==> src/rtl/command_parse_and_encapsulate_regfile_pkg.sv <==
// Shared definitions for the command-bus register slave: bus width defaults,
// window offset map and command class encoding.
package command_parse_and_encapsulate_regfile_pkg;

    localparam int ADDR_W_DEF = 19;
    localparam int DATA_W_DEF = 32;

    typedef enum logic [1:0] {
        CMD_NONE    = 2'd0,
        CMD_WR      = 2'd1,
        CMD_RD      = 2'd2,
        CMD_ILLEGAL = 2'd3
    } cmd_class_e;

    // Window layout: config words, then status words, then three control words.
    function automatic int cfg_base();
        return 0;
    endfunction

    function automatic int stat_base(input int n);
        return n;
    endfunction

    function automatic int cmd_cnt_ofs(input int n, input int s);
        return n + s;
    endfunction

    function automatic int err_cnt_ofs(input int n, input int s);
        return n + s + 1;
    endfunction

    function automatic int commit_ofs(input int n, input int s);
        return n + s + 2;
    endfunction

endpackage

==> src/rtl/command_parse_and_encapsulate_regfile_sat_counter.sv <==
// Saturating up-counter with a dominant synchronous clear.
module cpe_sat_counter
    import command_parse_and_encapsulate_regfile_pkg::*;
#(
    parameter int P_DATA_W = DATA_W_DEF
) (
    input  logic                i_clk,
    input  logic                i_rst_n,
    input  logic                i_inc,
    input  logic                i_clr,
    output logic [P_DATA_W-1:0] ov_cnt
);

    logic [P_DATA_W-1:0] cnt_q;
    logic [P_DATA_W-1:0] cnt_d;

    always_comb begin
        cnt_d = cnt_q;
        if (i_clr) begin
            cnt_d = '0;
        end else if (i_inc && !(&cnt_q)) begin
            cnt_d = cnt_q + 1'b1;
        end
    end

    always_ff @(posedge i_clk or negedge i_rst_n) begin
        if (!i_rst_n) begin
            cnt_q <= '0;
        end else begin
            cnt_q <= cnt_d;
        end
    end

    assign ov_cnt = cnt_q;

endmodule

==> src/rtl/command_parse_and_encapsulate_regfile.sv <==
// Register slave on the management command bus: shadowed config with commit,
// read-only status, command/error counters, one-cycle read response.
module command_parse_and_encapsulate_regfile
    import command_parse_and_encapsulate_regfile_pkg::*;
#(
    parameter int                  P_ADDR_W    = ADDR_W_DEF,
    parameter int                  P_DATA_W    = DATA_W_DEF,
    parameter logic [P_ADDR_W-1:0] P_BASE_ADDR = '0,
    parameter int                  P_REG_NUM   = 8,
    parameter int                  P_STAT_NUM  = 4
) (
    input  logic                            i_clk,
    input  logic                            i_rst_n,
    input  logic [P_ADDR_W-1:0]             iv_addr,
    input  logic                            i_addr_fixed,
    input  logic [P_DATA_W-1:0]             iv_wdata,
    input  logic                            i_wr,
    input  logic                            i_rd,
    input  logic [P_STAT_NUM*P_DATA_W-1:0]  iv_status,
    output logic [P_REG_NUM*P_DATA_W-1:0]   ov_cfg,
    output logic                            o_cfg_update,
    output logic                            o_wr,
    output logic [P_ADDR_W-1:0]             ov_addr,
    output logic                            o_addr_fixed,
    output logic [P_DATA_W-1:0]             ov_rdata
);

    localparam int L_STAT_BASE = stat_base(P_REG_NUM);
    localparam int L_CMD_OFS   = cmd_cnt_ofs(P_REG_NUM, P_STAT_NUM);
    localparam int L_ERR_OFS   = err_cnt_ofs(P_REG_NUM, P_STAT_NUM);
    localparam int L_COMMIT    = commit_ofs(P_REG_NUM, P_STAT_NUM);

    logic [P_REG_NUM-1:0][P_DATA_W-1:0] shadow_q, shadow_d;
    logic [P_REG_NUM-1:0][P_DATA_W-1:0] active_q, active_d;
    logic                               pending_q, pending_d;
    logic                               cfg_update_q, cfg_update_d;
    logic                               rsp_vld_q, rsp_vld_d;
    logic [P_ADDR_W-1:0]                rsp_addr_q, rsp_addr_d;
    logic [P_DATA_W-1:0]                rsp_data_q, rsp_data_d;

    logic [P_ADDR_W-1:0] offset;
    logic                hit;
    cmd_class_e          cmd_class;
    logic                is_stat, is_cmd, is_err, is_commit;
    logic [P_DATA_W-1:0] rd_word;
    logic [P_DATA_W-1:0] cmd_cnt, err_cnt;
    logic                cmd_inc, err_inc, err_clr;

    always_comb begin
        offset    = iv_addr - P_BASE_ADDR;
        hit       = i_addr_fixed && (iv_addr >= P_BASE_ADDR) && (offset < P_ADDR_W'(L_COMMIT + 1));
        is_stat   = (offset >= P_ADDR_W'(L_STAT_BASE)) && (offset < P_ADDR_W'(L_CMD_OFS));
        is_cmd    = (offset == P_ADDR_W'(L_CMD_OFS));
        is_err    = (offset == P_ADDR_W'(L_ERR_OFS));
        is_commit = (offset == P_ADDR_W'(L_COMMIT));

        cmd_class = CMD_NONE;
        if (hit) begin
            case ({i_wr, i_rd})
                2'b10:   cmd_class = CMD_WR;
                2'b01:   cmd_class = CMD_RD;
                2'b11:   cmd_class = CMD_ILLEGAL;
                default: cmd_class = CMD_NONE;
            endcase
        end
    end

    // Counter reads see the pre-update value because the counters are registered.
    always_comb begin
        rd_word = '0;
        for (int k = 0; k < P_REG_NUM; k++) begin
            if (offset == P_ADDR_W'(cfg_base() + k)) rd_word = shadow_q[k];
        end
        for (int k = 0; k < P_STAT_NUM; k++) begin
            if (offset == P_ADDR_W'(L_STAT_BASE + k)) rd_word = iv_status[k*P_DATA_W +: P_DATA_W];
        end
        if (is_cmd)    rd_word = cmd_cnt;
        if (is_err)    rd_word = err_cnt;
        if (is_commit) rd_word = P_DATA_W'(pending_q);
    end

    always_comb begin
        shadow_d     = shadow_q;
        active_d     = active_q;
        pending_d    = pending_q;
        cfg_update_d = 1'b0;
        rsp_vld_d    = 1'b0;
        rsp_addr_d   = '0;
        rsp_data_d   = '0;

        if (cmd_class == CMD_WR) begin
            for (int k = 0; k < P_REG_NUM; k++) begin
                if (offset == P_ADDR_W'(cfg_base() + k)) begin
                    shadow_d[k] = iv_wdata;
                    pending_d   = 1'b1;
                end
            end
            if (is_commit) begin
                active_d     = shadow_q;
                pending_d    = 1'b0;
                cfg_update_d = 1'b1;
            end
        end

        if (cmd_class == CMD_RD) begin
            rsp_vld_d  = 1'b1;
            rsp_addr_d = iv_addr;
            rsp_data_d = rd_word;
        end
    end

    assign cmd_inc = (cmd_class != CMD_NONE);
    assign err_inc = (cmd_class == CMD_ILLEGAL) || ((cmd_class == CMD_WR) && (is_stat || is_cmd));
    assign err_clr = (cmd_class == CMD_WR) && is_err;

    always_ff @(posedge i_clk or negedge i_rst_n) begin
        if (!i_rst_n) begin
            shadow_q     <= '0;
            active_q     <= '0;
            pending_q    <= 1'b0;
            cfg_update_q <= 1'b0;
            rsp_vld_q    <= 1'b0;
            rsp_addr_q   <= '0;
            rsp_data_q   <= '0;
        end else begin
            shadow_q     <= shadow_d;
            active_q     <= active_d;
            pending_q    <= pending_d;
            cfg_update_q <= cfg_update_d;
            rsp_vld_q    <= rsp_vld_d;
            rsp_addr_q   <= rsp_addr_d;
            rsp_data_q   <= rsp_data_d;
        end
    end

    cpe_sat_counter #(.P_DATA_W(P_DATA_W)) u_cmd_cnt (
        .i_clk   (i_clk),
        .i_rst_n (i_rst_n),
        .i_inc   (cmd_inc),
        .i_clr   (1'b0),
        .ov_cnt  (cmd_cnt)
    );

    cpe_sat_counter #(.P_DATA_W(P_DATA_W)) u_err_cnt (
        .i_clk   (i_clk),
        .i_rst_n (i_rst_n),
        .i_inc   (err_inc),
        .i_clr   (err_clr),
        .ov_cnt  (err_cnt)
    );

    assign ov_cfg       = active_q;
    assign o_cfg_update = cfg_update_q;
    assign o_wr         = rsp_vld_q;
    assign ov_addr      = rsp_addr_q;
    assign o_addr_fixed = rsp_vld_q;
    assign ov_rdata     = rsp_data_q;

endmodule

==> config.mk <==
export PLATFORM = sky130hd
export DESIGN_NAME = command_parse_and_encapsulate_regfile
export DESIGN_NICKNAME = d
export VERILOG_FILES = /design/src/rtl/command_parse_and_encapsulate_regfile_pkg.sv /design/src/rtl/command_parse_and_encapsulate_regfile_sat_counter.sv /design/src/rtl/command_parse_and_encapsulate_regfile.sv
export SDC_FILE = /design/constraint.sdc
export NUM_CORES = 1
export LEC_CHECK = 0
export BUFFER_PORTS_ARGS = -buffer_cell sky130_fd_sc_hd__buf_2
export CORE_ASPECT_RATIO = 1.2
export CORE_UTILIZATION = 40
export DETAILED_ROUTE_END_ITERATION = 7
export GPL_TIMING_DRIVEN = 0
export PLACE_DENSITY = 0.72
export SLEW_MARGIN = 15
export SYNTH_ARGS = -nofsm -noshare
export SYNTH_HDL_FRONTEND = slang
export SYNTH_SLANG_ARGS = --single-unit
==> constraint.sdc <==
create_clock -name i_clk -period 5.35 [get_ports i_clk]
set_input_delay 1.605 -clock i_clk [delete_from_list [all_inputs] [get_ports i_clk]]
set_output_delay 1.605 -clock i_clk [all_outputs]
set_load 0.01 [all_outputs]
==> impl_metrics.py <==
metrics = {
    "clocking": {
        "cts-buffers-inserted": 69,
        "cts_buffer_depth": 3,
        "clk_latency_ns": 0.62,
        "cts_sinks": 630,
        "htree_levels": 3,
        "clockRootBuffer": "clkbuf_16",
        "post_cts_resized": 0,
        "tritoncts": "done",
        "post-cts-setup-buffer-count": 0,
        "clkTransAtPathRegs_ns": 0.06,
        "hold_buffers": 0,
    },
    "synthesis": {
        "synthXorXnorAreaFrac": 0.0174,
        "seq_area_frac_synth": 0.560,
        "ys_ff_latch": 630,
        "syn_area_mm2": 0.0282,
        "synth_top_family_by_area": "multiplexers",
        "yosysWarnings": 0,
        "synthSimpleGateAreaFrac": 0.0667,
        "synth_fa_ha_area_frac": 0.000889,
        "synth-edff-count": 0,
        "async_flop_share": 1.00,
        "synth_flop_cell": "dfrtp_1",
        "synthMuxAreaShare": 0.245,
        "netlist_instances": 2138,
        "synth_area_per_cell_um2": 13.2,
        "yosysUniqueCellTypes": 60,
        "synth_compound_area_frac": 0.0814,
    },
    "layout": {
        "drive_above_1_share": 0.446,
        "fill_cells": 6173,
        "area_delta_synth_final_pct": 21.8,
        "fin_area_mm2": 0.0343,
        "nNetsFinal": 2909,
    },
    "timing": {
        "setup_tns_ns": 0,
        "slew_headroom": 0.147,
        "post-route-period-util": 0.986,
        "setup_viol": 0,
        "maxSlewViolCount": 0,
        "hold_viol": 0,
        "tightestPinTransition_ns": 1.28,
        "max_freq_ghz": 0.190,
        "period_minus_slack_ns": 5.28,
        "clock-skew-final_ns": 0.0198,
        "rsz0062_at_grt": "false",
    },
    "floorplanning": {
        "row_count": 106,
        "die_w_um": 244,
        "dieArea_mm2": 0.0715,
        "coreArea_mm2": 0.0696,
        "start_util": 0.404,
        "dieHeight_um": 293,
        "ioPinCount": 494,
    },
    "route": {
        "ant_nets": 0,
        "vias": 21700,
        "drc": 0,
        "routed_wl_um": 111000,
        "wl_per_cell_um": 30.0,
        "first_pass_iters": 6,
        "drt_iter0_drc": 2054,
        "viasPerCell": 5.85,
    },
    "critical_path": {
        "critical_path_required_ns": 5.76,
        "crit_fanout": 10,
        "worstPathArrival_ns": 5.69,
        "critPathCaptureType": "flip-flop",
        "criticalPathCategory": "in2reg",
        "worst_setup_path_start_kind": "primary input",
    },
    "global_route": {
        "grt_usage": 0.305,
        "grt_overflow_total": 0,
        "grt_pass1_wl_um": 156000,
        "antenna_found_initial": 14,
        "grt_max_degree": 105,
        "first_global_vias": 21800,
    },
    "run_status": {
        "status": "finished, final reports clean",
    },
    "placement": {
        "io_buffers": 492,
        "place_hpwl_um": 85400,
        "place.gp.congestion": 1.01,
        "place_area_mm2": 0.0320,
    },
    "pwr": {
        "vdd_drop_max_v": 0.000223,
        "power_density_mw_per_mm2": 292,
        "power.leakage_uw": 0.0175,
    },
    "min_path": {
        "hp-class": "reg2reg",
    },
    "run": {
        "cap_violations": 0,
    },
}
power breakdown:
group	leakage, µW	switching, µW	internal [µW]
clock network	0.00109	2020	2770
logic	0.00764	326	121
registers	0.00876	1.29	4770
total	0.0175	2350	7660
cell usage in the layout (no fill, tap or decap), drive strengths merged, types with 25 or more instances in the layout:
cell / n
o21ai: 31
a21oi: 39
buf: 582
a22oi: 30
a221oi: 56
o22ai: 76
xnor2: 43
nor3: 59
nand3: 36
nand2: 65
mux2i: 32
clkbuf: 164
o221ai: 25
mux2: 571
nand4: 29
dfrtp: 630
nor2: 82
path summary, 6_finish.rpt:
check,cells past startpoint,slack (ns),start,to
hold / removal,1,0.48,ov_cfg[193],ov_cfg[193]
max in group asynchronous,4,2.56,i_rst_n,ov_cfg[13]
min in group asynchronous,1,0.94,i_rst_n,ov_rdata[20]
hold reg to reg,1,0.48,ov_cfg[193],ov_cfg[193]
setup reg to reg,7,2.38,u_err_cnt.ov_cnt[2],u_err_cnt.ov_cnt[23]
setup / recovery,8,0.07,iv_addr[0],ov_rdata[14]
cells in the mapped netlist, types with 12 or more instances:
master / instances / area, µm²
mux2_2: 534 / 6010
o22ai_1: 76 / 475
nand4_1: 28 / 175
xnor2_1: 43 / 377
o21ai_0: 30 / 150
and3_1: 19 / 119
and2_1: 12 / 75.1
nand3_1: 36 / 180
buf_2: 42 / 210
buf_6: 12 / 135
buf_1: 13 / 48.8
mux2_1: 37 / 417
clkbuf_1: 67 / 251
a22oi_1: 30 / 225
a221oi_1: 56 / 490
buf_4: 15 / 113
nor4_1: 12 / 75.1
o221ai_1: 25 / 219
dfrtp_1: 630 / 15800
nor2_1: 82 / 308
xor2_1: 13 / 114
nor3_1: 54 / 270
nand2_1: 64 / 240
mux2i_1: 32 / 320
a21oi_1: 39 / 195
o31ai_1: 24 / 180
kinds of logic (layout without fill, tap and decap cells):
kind of cell / Yosys count / after routing
flip-flops: 630 / 630
adder cells (fa/ha/maj): 2 / 2
AO/OA/AOI/OAI: 322 / 322
other: 1 / 27
buffers and inverters: 159 / 780
AND/OR/NAND/NOR: 358 / 358
XOR/XNOR: 56 / 56
multiplexers: 610 / 610
layout make-up:
class                   count  area [µm²]  share of cell area
plain buffers             149         759              0.0221
flip-flops and latches    630       15800               0.460
clock buffers              97        1960              0.0572
diodes                     12        30.0            0.000876
clock inverters            24         264             0.00770
repair buffers            500        2660              0.0776
inverters                  10        37.5             0.00109
well taps                 918        1150              0.0335
multi-input cells        1363       11700               0.340
worst max-delay path: stages:
cell and delay (ns):
buf_2 0.09, buf_2 0.41, buf_2 0.47, buf_2 0.59, buf_1 0.73, clkbuf_1 0.60
o211ai_1 0.36, o31ai_1 0.79
registers in the layout, summed over array words and instances (netlist names):
signal            flops
o_cfg_update          1
ov_rdata             32
shadow_q            256
pending_q             1
u_cmd_cnt.ov_cnt     32
ov_cfg              256
u_err_cnt.ov_cnt     32
o_addr_fixed          1
ov_addr              19
metal layers:
metal | GRT usage | share of wire
met1 | 0.372 | 0.38
met5 | 0 | 0.00062
met4 | 0.128 | 0.045
met2 | 0.515 | 0.49
met3 | 0.0730 | 0.086
metrics by stage:
step / total power [µW] / hold WS, ns / setup slack, ns / std cells / utilization
floorplan: 4980 / 0.455 / 1.56 / 2152 / -
global placement: 5290 / 0.465 / -10.80 / 3562 / 0.457
detailed placement: 5300 / 0.473 / -0.546 / 3570 / 0.460
CTS: 10100 / 0.487 / 0.116 / 3691 / 0.492
global route: 10300 / 0.503 / 0.126 / 3696 / 0.492
finish: 10000 / 0.481 / 0.0741 / 3703 / 0.493
No activity file was read; power rests on OpenSTA's default activity.
